--- config.mk ---
export PLATFORM = sky130hd
export DESIGN_NAME = ad9911_cfg_sequencer_flat
export DESIGN_NICKNAME = d
export VERILOG_FILES = /design/src/rtl/ad9911_pkg.sv /design/src/rtl/ad9911_cfg_sequencer_if.sv /design/src/rtl/ad9911_cfg_sequencer.sv /design/src/flat_wrapper.sv
export SDC_FILE = /design/constraint.sdc
export NUM_CORES = 1
export LEC_CHECK = 0
export BUFFER_PORTS_ARGS = -buffer_cell sky130_fd_sc_hd__buf_2
export CORE_MARGIN = 5
export CORE_UTILIZATION = 62
export DETAILED_ROUTE_END_ITERATION = 10
export HOLD_SLACK_MARGIN = 0.08
export PLACE_DENSITY = 0.93
export SLEW_MARGIN = 20
export SYNTH_ARGS = -nofsm -noshare
export SYNTH_HDL_FRONTEND = slang
export SYNTH_SLANG_ARGS = --single-unit
--- constraint.sdc ---
create_clock -name CLK -period 2.5 [get_ports CLK]
set_input_delay 0.5 -clock CLK [delete_from_list [all_inputs] [get_ports CLK]]
set_output_delay 0.5 -clock CLK [all_outputs]
set_load 0.02 [all_outputs]
--- src/rtl/ad9911_pkg.sv ---
// Shared constants and types for the AD9911 configuration sequencer:
// register map, table indices, FSM encoding and the write payload.
package ad9911_pkg;

  localparam int unsigned FTW_W    = 32;
  localparam int unsigned POW_W    = 14;
  localparam int unsigned AMP_W    = 10;
  localparam int unsigned ADDR_W   = 8;
  localparam int unsigned DATA_W   = 32;
  localparam int unsigned NUM_REGS = 5;
  localparam int unsigned IDX_W    = 3;

  localparam logic [ADDR_W-1:0] ADDR_CSR   = 8'h00;
  localparam logic [ADDR_W-1:0] ADDR_CFR   = 8'h03;
  localparam logic [ADDR_W-1:0] ADDR_CTW0  = 8'h04;
  localparam logic [ADDR_W-1:0] ADDR_CPOW0 = 8'h05;
  localparam logic [ADDR_W-1:0] ADDR_ACR   = 8'h06;

  localparam logic [IDX_W-1:0] IDX_CSR   = 3'd0;
  localparam logic [IDX_W-1:0] IDX_CFR   = 3'd1;
  localparam logic [IDX_W-1:0] IDX_CTW0  = 3'd2;
  localparam logic [IDX_W-1:0] IDX_CPOW0 = 3'd3;
  localparam logic [IDX_W-1:0] IDX_ACR   = 3'd4;

  // ACR amplitude multiplier enable
  localparam int unsigned ACR_MULT_EN_BIT = 12;

  typedef enum logic [2:0] {
    ST_IDLE = 3'd0,
    ST_LOAD = 3'd1,
    ST_PICK = 3'd2,
    ST_REQ  = 3'd3,
    ST_WAIT = 3'd4,
    ST_FIN  = 3'd5
  } state_t;

  typedef struct packed {
    logic [ADDR_W-1:0] addr;
    logic [DATA_W-1:0] data;
  } spi_wr_t;

endpackage

--- src/rtl/ad9911_cfg_sequencer_if.sv ---
// Single-register write handshake between the sequencer and the SPI writer.
interface ad9911_cfg_sequencer_if;
  import ad9911_pkg::*;

  logic              SPI_TR;
  logic [ADDR_W-1:0] SPI_ADDR;
  logic [DATA_W-1:0] SPI_DATA;
  logic              SPI_BUSY;

  modport master (output SPI_TR, output SPI_ADDR, output SPI_DATA, input SPI_BUSY);
  modport slave  (input SPI_TR, input SPI_ADDR, input SPI_DATA, output SPI_BUSY);
endinterface

--- src/rtl/ad9911_cfg_sequencer.sv ---
// Turns one tuning request into an ordered series of AD9911 register writes,
// skipping registers whose shadow copy already matches.
module ad9911_cfg_sequencer
  import ad9911_pkg::*;
#(
  parameter int unsigned TIMEOUT_CYC = 1023,
  parameter logic [31:0] CFR_VALUE   = 32'h0000_0300,
  parameter logic [31:0] CSR_VALUE   = 32'h0000_0010
) (
  input  logic                   CLK,
  input  logic                   RESET_N,
  input  logic                   START,
  input  logic                   FORCE,
  input  logic [FTW_W-1:0]       FTW,
  input  logic [POW_W-1:0]       POW,
  input  logic [AMP_W-1:0]       AMP,
  ad9911_cfg_sequencer_if.master spi,
  output logic                   READY,
  output logic                   DONE,
  output logic                   ERR
);

  localparam int unsigned TIMER_W = $clog2(TIMEOUT_CYC + 1);
  localparam logic [TIMER_W-1:0] TIMER_MAX = TIMER_W'(TIMEOUT_CYC);

  state_t              state;
  logic                tr_q;
  logic [ADDR_W-1:0]   addr_q;
  logic [DATA_W-1:0]   data_q;
  logic                ready_q;
  logic                done_q;
  logic                err_q;
  logic [FTW_W-1:0]    ftw_l, ftw_s;
  logic [POW_W-1:0]    pow_l, pow_s;
  logic [AMP_W-1:0]    amp_l, amp_s;
  logic                force_l;
  logic                valid_s;
  logic [NUM_REGS-1:0] dirty;
  logic [TIMER_W-1:0]  timer;
  spi_wr_t             entry_c;
  logic                timeout_c;

  // Lowest set bit of the dirty mask selects the next register to write
  function automatic logic [IDX_W-1:0] lowest_idx(input logic [NUM_REGS-1:0] d);
    logic [IDX_W-1:0] idx;
    idx = '0;
    for (int i = NUM_REGS - 1; i >= 0; i--) begin
      if (d[i]) idx = IDX_W'(i);
    end
    return idx;
  endfunction

  function automatic spi_wr_t reg_entry(input logic [IDX_W-1:0] idx,
                                        input logic [FTW_W-1:0] ftw,
                                        input logic [POW_W-1:0] pow,
                                        input logic [AMP_W-1:0] amp);
    spi_wr_t e;
    e = '0;
    case (idx)
      IDX_CSR:   begin e.addr = ADDR_CSR;   e.data = {24'b0, CSR_VALUE[7:0]}; end
      IDX_CFR:   begin e.addr = ADDR_CFR;   e.data = {8'b0, CFR_VALUE[23:0]}; end
      IDX_CTW0:  begin e.addr = ADDR_CTW0;  e.data = ftw; end
      IDX_CPOW0: begin e.addr = ADDR_CPOW0; e.data = DATA_W'(pow); end
      IDX_ACR:   begin
        e.addr = ADDR_ACR;
        e.data = DATA_W'(amp) | (DATA_W'(1) << ACR_MULT_EN_BIT);
      end
      default:   e = '0;
    endcase
    return e;
  endfunction

  assign entry_c   = reg_entry(lowest_idx(dirty), ftw_l, pow_l, amp_l);
  assign timeout_c = (timer == TIMER_MAX);

  always_ff @(posedge CLK or negedge RESET_N) begin
    if (!RESET_N) begin
      state   <= ST_IDLE;
      tr_q    <= 1'b0;
      addr_q  <= '0;
      data_q  <= '0;
      ready_q <= 1'b1;
      done_q  <= 1'b0;
      err_q   <= 1'b0;
      ftw_l   <= '0;
      pow_l   <= '0;
      amp_l   <= '0;
      force_l <= 1'b0;
      ftw_s   <= '0;
      pow_s   <= '0;
      amp_s   <= '0;
      valid_s <= 1'b0;
      dirty   <= '0;
      timer   <= '0;
    end else begin
      done_q <= 1'b0;
      case (state)
        ST_IDLE: begin
          if (START) begin
            ftw_l   <= FTW;
            pow_l   <= POW;
            amp_l   <= AMP;
            force_l <= FORCE;
            err_q   <= 1'b0;
            ready_q <= 1'b0;
            state   <= ST_LOAD;
          end
        end
        ST_LOAD: begin
          if (!valid_s || force_l) dirty <= '1;
          else dirty <= {amp_l != amp_s, pow_l != pow_s, ftw_l != ftw_s, 2'b00};
          state <= ST_PICK;
        end
        ST_PICK: begin
          if (dirty == '0) begin
            done_q <= 1'b1;
            state  <= ST_FIN;
          end else begin
            addr_q <= entry_c.addr;
            data_q <= entry_c.data;
            timer  <= '0;
            tr_q   <= 1'b1;
            state  <= ST_REQ;
          end
        end
        ST_REQ: begin
          if (spi.SPI_BUSY) begin
            tr_q  <= 1'b0;
            dirty <= dirty & (dirty - NUM_REGS'(1));  // drop lowest set bit
            timer <= '0;
            state <= ST_WAIT;
          end else if (timeout_c) begin
            err_q  <= 1'b1;
            tr_q   <= 1'b0;
            dirty  <= '0;
            done_q <= 1'b1;
            state  <= ST_FIN;
          end else begin
            timer <= timer + TIMER_W'(1);
          end
        end
        ST_WAIT: begin
          if (!spi.SPI_BUSY) begin
            state <= ST_PICK;
          end else if (timeout_c) begin
            err_q  <= 1'b1;
            dirty  <= '0;
            done_q <= 1'b1;
            state  <= ST_FIN;
          end else begin
            timer <= timer + TIMER_W'(1);
          end
        end
        ST_FIN: begin
          // An aborted request leaves the shadows untouched
          if (!err_q) begin
            ftw_s   <= ftw_l;
            pow_s   <= pow_l;
            amp_s   <= amp_l;
            valid_s <= 1'b1;
          end
          ready_q <= 1'b1;
          state   <= ST_IDLE;
        end
        default: begin
          tr_q    <= 1'b0;
          ready_q <= 1'b1;
          state   <= ST_IDLE;
        end
      endcase
    end
  end

  assign spi.SPI_TR   = tr_q;
  assign spi.SPI_ADDR = addr_q;
  assign spi.SPI_DATA = data_q;
  assign READY        = ready_q;
  assign DONE         = done_q;
  assign ERR          = err_q;

endmodule

--- src/flat_wrapper.sv ---
// flat-port wrapper written by rule: the top's interface ports become plain ports
module ad9911_cfg_sequencer_flat import ad9911_pkg::*;
#(
  parameter int unsigned TIMEOUT_CYC = 1023,
  parameter logic [31:0] CFR_VALUE   = 32'h0000_0300,
  parameter logic [31:0] CSR_VALUE   = 32'h0000_0010
)
  (CLK, RESET_N, START, FORCE, FTW, POW, AMP, READY, DONE, ERR, spi_SPI_TR, spi_SPI_ADDR, spi_SPI_DATA, spi_SPI_BUSY);
  ad9911_cfg_sequencer_if spi_i ();
  input  logic CLK;
  input  logic RESET_N;
  input  logic START;
  input  logic FORCE;
  input  logic [FTW_W-1:0] FTW;
  input  logic [POW_W-1:0] POW;
  input  logic [AMP_W-1:0] AMP;
  output logic READY;
  output logic DONE;
  output logic ERR;
  output wire logic [$bits(spi_i.SPI_TR)-1:0] spi_SPI_TR;
  output wire logic [$bits(spi_i.SPI_ADDR)-1:0] spi_SPI_ADDR;
  output wire logic [$bits(spi_i.SPI_DATA)-1:0] spi_SPI_DATA;
  input wire logic [$bits(spi_i.SPI_BUSY)-1:0] spi_SPI_BUSY;
  assign spi_SPI_TR = spi_i.SPI_TR;
  assign spi_SPI_ADDR = spi_i.SPI_ADDR;
  assign spi_SPI_DATA = spi_i.SPI_DATA;
  assign spi_i.SPI_BUSY = spi_SPI_BUSY;
  ad9911_cfg_sequencer #(.TIMEOUT_CYC(TIMEOUT_CYC), .CFR_VALUE(CFR_VALUE), .CSR_VALUE(CSR_VALUE)) u_core (.CLK(CLK), .RESET_N(RESET_N), .START(START), .FORCE(FORCE), .FTW(FTW), .POW(POW), .AMP(AMP), .spi(spi_i), .READY(READY), .DONE(DONE), .ERR(ERR));
endmodule
==> impl_metrics.tcl, run 1 <==
set metrics [dict create \
    critPathLaunchType "flop" \
    grt_setup_unrepaired "no" \
    postLayoutCellArea_um2 8995 \
    crit_path_max_incr_delay_ps 650 \
    cts_sinks 171 \
    dieArea_um2 14880 \
    grt_remaining_overflow 0 \
    synth_area_leader_cell "dfrtp_1" \
    status "finished, final reports clean" \
    ant_nets 0 \
    placed_area_um2 8358 \
    synthArstFlopShare_pct 100.0 \
    synth_area_um2 7777 \
    max_freq_mhz 476.6 \
    cts_tree "done" \
    drt-total-wl_um 18560 \
    drive_above_1_share_pct 36.91 \
    num_antenna_cells 0 \
    clk-insertion-delay-late_ps 430 \
    slew_headroom_pct 56.27 \
    die_w_um 122 \
    leakagePower_nw 4.044 \
    clkSlewWorstSetupHoldPaths_ps 70 \
    via_count 5452 \
    port_buffers 99 \
    die_y_um 122 \
    final_hold_viol_count 0 \
    finalSetupTns_ps 0 \
    arrival_ps 2390 \
    grt_max_degree 69 \
    grtUsageTotal_pct 26.50 \
    cp.required_ps 2790 \
    drc 0 \
    synth-seq-area-share_pct 55.04 \
    post-route-util_pct 72.16 \
    ys.flop_type "dfrtp_1" \
    final_cell_mix "170 x dfrtp_1, 113 x mux2_2, 98 x buf_2" \
    ir_drop_mv 0.6962 \
    layout_min_cycle_time_ps 2098 \
    yosysTopAreaCellShare_pct 54.70 \
    grt_first_pass_wirelength_um 30220 \
    cts_setup_buffers 0 \
    gp_congestion 0.8478 \
    critPathMaxFanout 15 \
    area_growth_pct 15.65 \
    max_cap_violations 0 \
    first_pass_iters 5 \
    io_pins 105 \
    min_path_type "input port to async pin" \
    setup_viol 0 \
    tightest_slew_ps 656.0 \
    syn_avg_cell_area_um2 12.33 \
    wire_per_inst_um 20.42 \
    initial_core_util_pct 62.39 \
    htreeDepth 4 \
    cts_buffer_depth 2 \
    fin_skew_ps 8.702 \
    numCtsBuffers 17 \
    yosys_warnings 0 \
    core-area_um2 12470 \
    synthTopCellsByArea "dfrtp_1 55%, mux2_2 16%, xor2_1 5.2%" \
    ys_types 59 \
    crit_type "flop to flop" \
    drt_iter0_drc 546 \
    antenna_found_initial 0 \
    syn_inst 631 \
    critPathBufInv 0 \
    cts_root_buf "clkbuf_16" \
    slew_viol_final 0 \
    layout_commonest_cell "dfrtp_1" \
    p_per_area_nw_per_um2 1381 \
    ys_seq_elements 171 \
    num_rows 41 \
    post-dp-hpwl_um 12320 \
    post_cts_resized 0 \
    post-route-period-util_pct 83.94 \
    synth_edf_count 0 \
    layout.nets 786 \
    grt_pass1_vias 5743 \
    crit_chain "nand2b_1 > nor2_1 > nand4_1 > nor4_1 > a21oi_1" \
    slowest_stage "dfrtp_1" \
    vias_per_cell 5.998 \
    hold_buffers 0 \
    critPathTopFamily "simple AND/OR/NAND/NOR gates" \
    end_kind "flop" \
]
## layer usage
| layer | vias to the layer above | GRT usage, % | part of all wire (%) |
|---|---|---|---|
| met5 | - | 0 | 0 |
| met4 | 0 | 10.15 | 3.3 |
| met3 | 55 | 6.407 | 6.6 |
| met2 | 265 | 44.92 | 51 |
| met1 | 2725 | 33.04 | 39 |
| li1 | 2407 | - | - |
## flip-flops by register name, indices dropped and copies added, names as in the netlist
signal               count
u_core.spi.SPI_DATA     32
u_core.valid_s           1
u_core.ftw_l            32
u_core.DONE              1
u_core.spi.SPI_ADDR      3
u_core.amp_s            10
u_core.force_l           1
u_core.state             3
u_core.timer            10
u_core.READY             1
u_core.pow_l            14
u_core.pow_s            14
u_core.ftw_s            32
u_core.spi.SPI_TR        1
u_core.ERR               1
u_core.amp_l            10
u_core.dirty             5
## metrics by stage
step | cells | total power, mW | worst slack, ps | hold slack, ps
after floorplan | 635 | 8.157 | 874.8 | 204.4
after global placement | 877 | 9.066 | 569.6 | 453.7
after detailed placement | 877 | 9.431 | 513.9 | 463.0
after CTS | 909 | 12.41 | 455.7 | 95.83
after global routing | 909 | 13.02 | 313.9 | 122.4
final | 909 | 12.42 | 401.6 | 80.57
## cells by family after synthesis
family	count (synthesis)	share of synthesized area, %
AO/OA/AOI/OAI	100	8.688
XOR/XNOR	60	6.757
adder cells (fa/ha/maj)	1	0.1608
buffers and inverters	44	3.716
flip-flops	171	55.04
multiplexers	114	16.49
other	1	0.04822
AND/OR/NAND/NOR	140	9.106
## synthesized netlist by cell type (all sizes together) (2+ instances only)
cell and instances:
a31oi 4, mux2 113, o21ai 48, and4 2, nor4 13, a22oi 4, o22a 2, a21oi 11
nor3 7, o211ai 4, nand2 65, nor2 24, nand2b 6, clkbuf 2, a221oi 4, xnor2 14
nand4 5, dfrtp 170, and4bb 2, nand3 8, o22ai 3, inv 5, a222oi 7, xor2 46
a22o 2, and2 2, o21a 4, buf 37, and3 3
## worst paths after layout
check                                       startpoint                     endpoint  slack, ps  depth (start not counted)
min reg2reg                 u_core.valid_s$_DFFE_PN0P_   u_core.valid_s$_DFFE_PN0P_        480                          1
min in group CLK                                POW[4]  u_core.pow_l[4]$_DFFE_PN0P_        300                          2
max reg2reg                u_core.state[0]$_DFFE_PN0N_  u_core.dirty[2]$_DFFE_PN0P_        400                          5
max in group asynchronous                      RESET_N  u_core.amp_l[2]$_DFFE_PN0P_       1720                          2
min                                            RESET_N  u_core.ftw_l[2]$_DFFE_PN0P_         80                          1
max                        u_core.state[0]$_DFFE_PN0N_  u_core.dirty[2]$_DFFE_PN0P_        400                          5
## area by class of cell
cell class	count	area, um^2
well taps	172	215.2
multi-input cells	420	3229
fillers	779	3471
clock inverters	11	166.4
inverters	5	18.77
flip-flops and latches	171	4280
clock buffers	21	470.5
repair buffers	109	614.3
## power by group
| part | internal (mW) | switching (mW) | total (mW) |
|---|---|---|---|
| Combinational | 1.99 | 2.22 | 4.21 |
| Clock | 1.75 | 1.07 | 2.82 |
| Sequential | 4.01 | 1.38 | 5.39 |
(Power assumes the default switching activity.)
==> run 2, diff against run 1 <==
--- a/config.mk
+++ b/config.mk
@@ -7,10 +7,10 @@
 export LEC_CHECK = 0
 export BUFFER_PORTS_ARGS = -buffer_cell sky130_fd_sc_hd__buf_2
 export CORE_MARGIN = 5
-export CORE_UTILIZATION = 62
+export CORE_UTILIZATION = 58
 export DETAILED_ROUTE_END_ITERATION = 10
 export HOLD_SLACK_MARGIN = 0.08
-export PLACE_DENSITY = 0.93
+export PLACE_DENSITY = 0.88
 export SLEW_MARGIN = 20
 export SYNTH_ARGS = -nofsm -noshare
 export SYNTH_HDL_FRONTEND = slang
==> constraint.sdc (replaced) <==
create_clock -name CLK -period 2.2 [get_ports CLK]
set_input_delay 0.44 -clock CLK [delete_from_list [all_inputs] [get_ports CLK]]
set_output_delay 0.44 -clock CLK [all_outputs]
set_load 0.02 [all_outputs]
==> run 2 against run 1 <==
Effect of this change:
- final area hardly changed
- first-iteration DRC count is 14% lower
- power grew 10%
- critical endpoint unchanged
- largest cell class unchanged
- highest routed layer unchanged
==> impl_metrics.tcl, run 2 (synthesis results as in run 1) <==
set metrics [dict create \
    status "finished, final reports clean" \
    num_antenna_cells 0 \
    postLayoutCellArea_um2 8997 \
    crit_type "flop to flop" \
    clkSlewWorstSetupHoldPaths_ps 60 \
    clk-insertion-delay-late_ps 420 \
    ir_drop_mv 0.7848 \
    area_growth_pct 15.69 \
    tightest_slew_ps 556.9 \
    vias_per_cell 5.842 \
    core-area_um2 13190 \
    final_cells 917 \
    p_clk_share_pct 21.0 \
    slowest_stage "dfrtp_1" \
    p_per_area_nw_per_um2 1522 \
    die_w_um 125.8 \
    end_kind "flop" \
    slew_headroom_pct 62.88 \
    critPathTopFamily "simple AND/OR/NAND/NOR gates" \
    io_pins 105 \
    num_rows 42 \
    post-route-period-util_pct 95.16 \
    antenna_found_initial 0 \
    wl_met1_um 7453 \
    grt_remaining_overflow 0 \
    cts_sinks 171 \
    layout_min_cycle_time_ps 2094 \
    route.met3.wl_um 932 \
    drc 0 \
    ant_nets 0 \
    final_cell_mix "170 x dfrtp_1, 113 x mux2_2, 98 x buf_2" \
    gp_congestion 0.8224 \
    critPathLaunchType "flop" \
    max_cap_violations 0 \
    placed_area_um2 8418 \
    initial_core_util_pct 58.96 \
    dieArea_um2 15830 \
    fillCellCount 924 \
    finalSetupTns_ps 0 \
    post-route-util_pct 68.21 \
    multi_input_area_um2 3232 \
    setup_viol 0 \
    cts_buffer_depth 2 \
    met2_wirelength_um 8609 \
    critPathMaxFanout 15 \
    grt_first_pass_wirelength_um 29280 \
    drt_iter0_drc 468 \
    slew_viol_final 0 \
    fin_skew_ps 6.596 \
    grt_max_degree 59 \
    die_y_um 125.8 \
    first_pass_iters 6 \
    leakagePower_nw 4.053 \
    post-dp-hpwl_um 12160 \
    area.sequential_um2 4280 \
    swShare_pct 37.50 \
    grt_pass1_vias 5676 \
    drive_above_1_share_pct 37.25 \
    crit_chain "nand2b_1 > nor2_2 > nand4_1 > nor4_1 > a21oi_1" \
    crit_path_max_incr_delay_ps 680 \
    pwr-share-comb_pct 34.5 \
    critPathBufInv 0 \
    numCtsBuffers 17 \
    port_buffers 99 \
    min_path_type "input port to flop" \
    post-place-cells 885 \
    cts_tree "done" \
    cp.required_ps 2490 \
    max_freq_mhz 477.6 \
    via_count 5357 \
    drt-total-wl_um 17580 \
    grt_setup_unrepaired "no" \
    cts_root_buf "clkbuf_16" \
    layout.nets 791 \
    pwr-share-seq_pct 44.5 \
    wire_per_inst_um 19.17 \
    highest_layer "met4" \
    arrival_ps 2380 \
    htreeDepth 4 \
    grtUsageTotal_pct 23.18 \
    layout_commonest_cell "dfrtp_1" \
    p_sw_mw 5.135 \
    final_hold_viol_count 0 \
    intPower_mw 8.559 \
]
## run 2: cell count changes in the layout (fill, tap and decap cells not counted), sizes merged
| cell | delta |
|---|---|
| bufinv | -2 |
| clkinv | +4 |
| buf | +4 |
| clkbuf | -2 |
| inv | +1 |
| clkinvlp | -2 |
| dlygate4sd3 | +1 |
## run 2: worst paths after layout
| check | slack, ps | start | depth (start not counted) | end |
|---|---|---|---|---|
| setup / recovery | 110 | u_core.state[0]$_DFFE_PN0N_ | 5 | u_core.dirty[2]$_DFFE_PN0P_ |
| hold / removal | 250 | POW[5] | 2 | u_core.pow_l[5]$_DFFE_PN0P_ |
| setup reg to reg | 110 | u_core.state[0]$_DFFE_PN0N_ | 5 | u_core.dirty[2]$_DFFE_PN0P_ |
| hold reg to reg | 470 | u_core.valid_s$_DFFE_PN0P_ | 1 | u_core.valid_s$_DFFE_PN0P_ |
| max in group asynchronous | 940 | RESET_N | 3 | u_core.READY$_DFFE_PN1P_ |
| min in group asynchronous | 570 | RESET_N | 2 | u_core.spi.SPI_DATA[11]$_DFFE_PN0P_ |
## run 2: routing by layer
layer	track usage, %	vias up
met5	0	-
met4	9.148	0
met3	5.292	45
li1	-	2428
met2	37.67	198
met1	30.54	2686
## run 2: cell type report
cell class                      count  share of cell area, %
Timing Repair Buffer              114                  7.551
Multi-Input combinational cell    420                  35.92
Sequential cell                   171                  47.57
Clock inverter                     12                  1.377
Tap cell                          176                  2.448
Inverter                            5                 0.2086
Clock buffer                       19                  4.923
## run 2: power by group through the flow
stage | combinational, mW | sequential (mW) | clock (mW)
after floorplan | 3.41 | 5.86 | 0
after global placement | 4.45 | 5.94 | 0
after detailed placement | 4.66 | 6.08 | 0
after CTS | 4.74 | 6.06 | 2.91
after global routing | 5.19 | 6.26 | 3.05
final | 4.72 | 6.09 | 2.88
## run 2: what timing repair did
| action | CTS | global route |
|---|---|---|
| setup buffers | 0 | 0 |
| resized for setup | 0 | 1 |
| hold buffers | 1 | 0 |
| endpoints found under the setup margin | 0 | 1 |
| endpoints found under the hold margin | 53 | 0 |
## run 2: metrics by stage
step	setup slack, ps	hold slack, ps	total power, mW
after floorplan	574.8	144.4	9.269
after global placement	110.4	453.1	10.39
after detailed placement	101.2	456.4	10.74
after CTS	16.95	231.5	13.71
after global routing	33.73	240.6	14.50
final	106.4	245.6	13.69
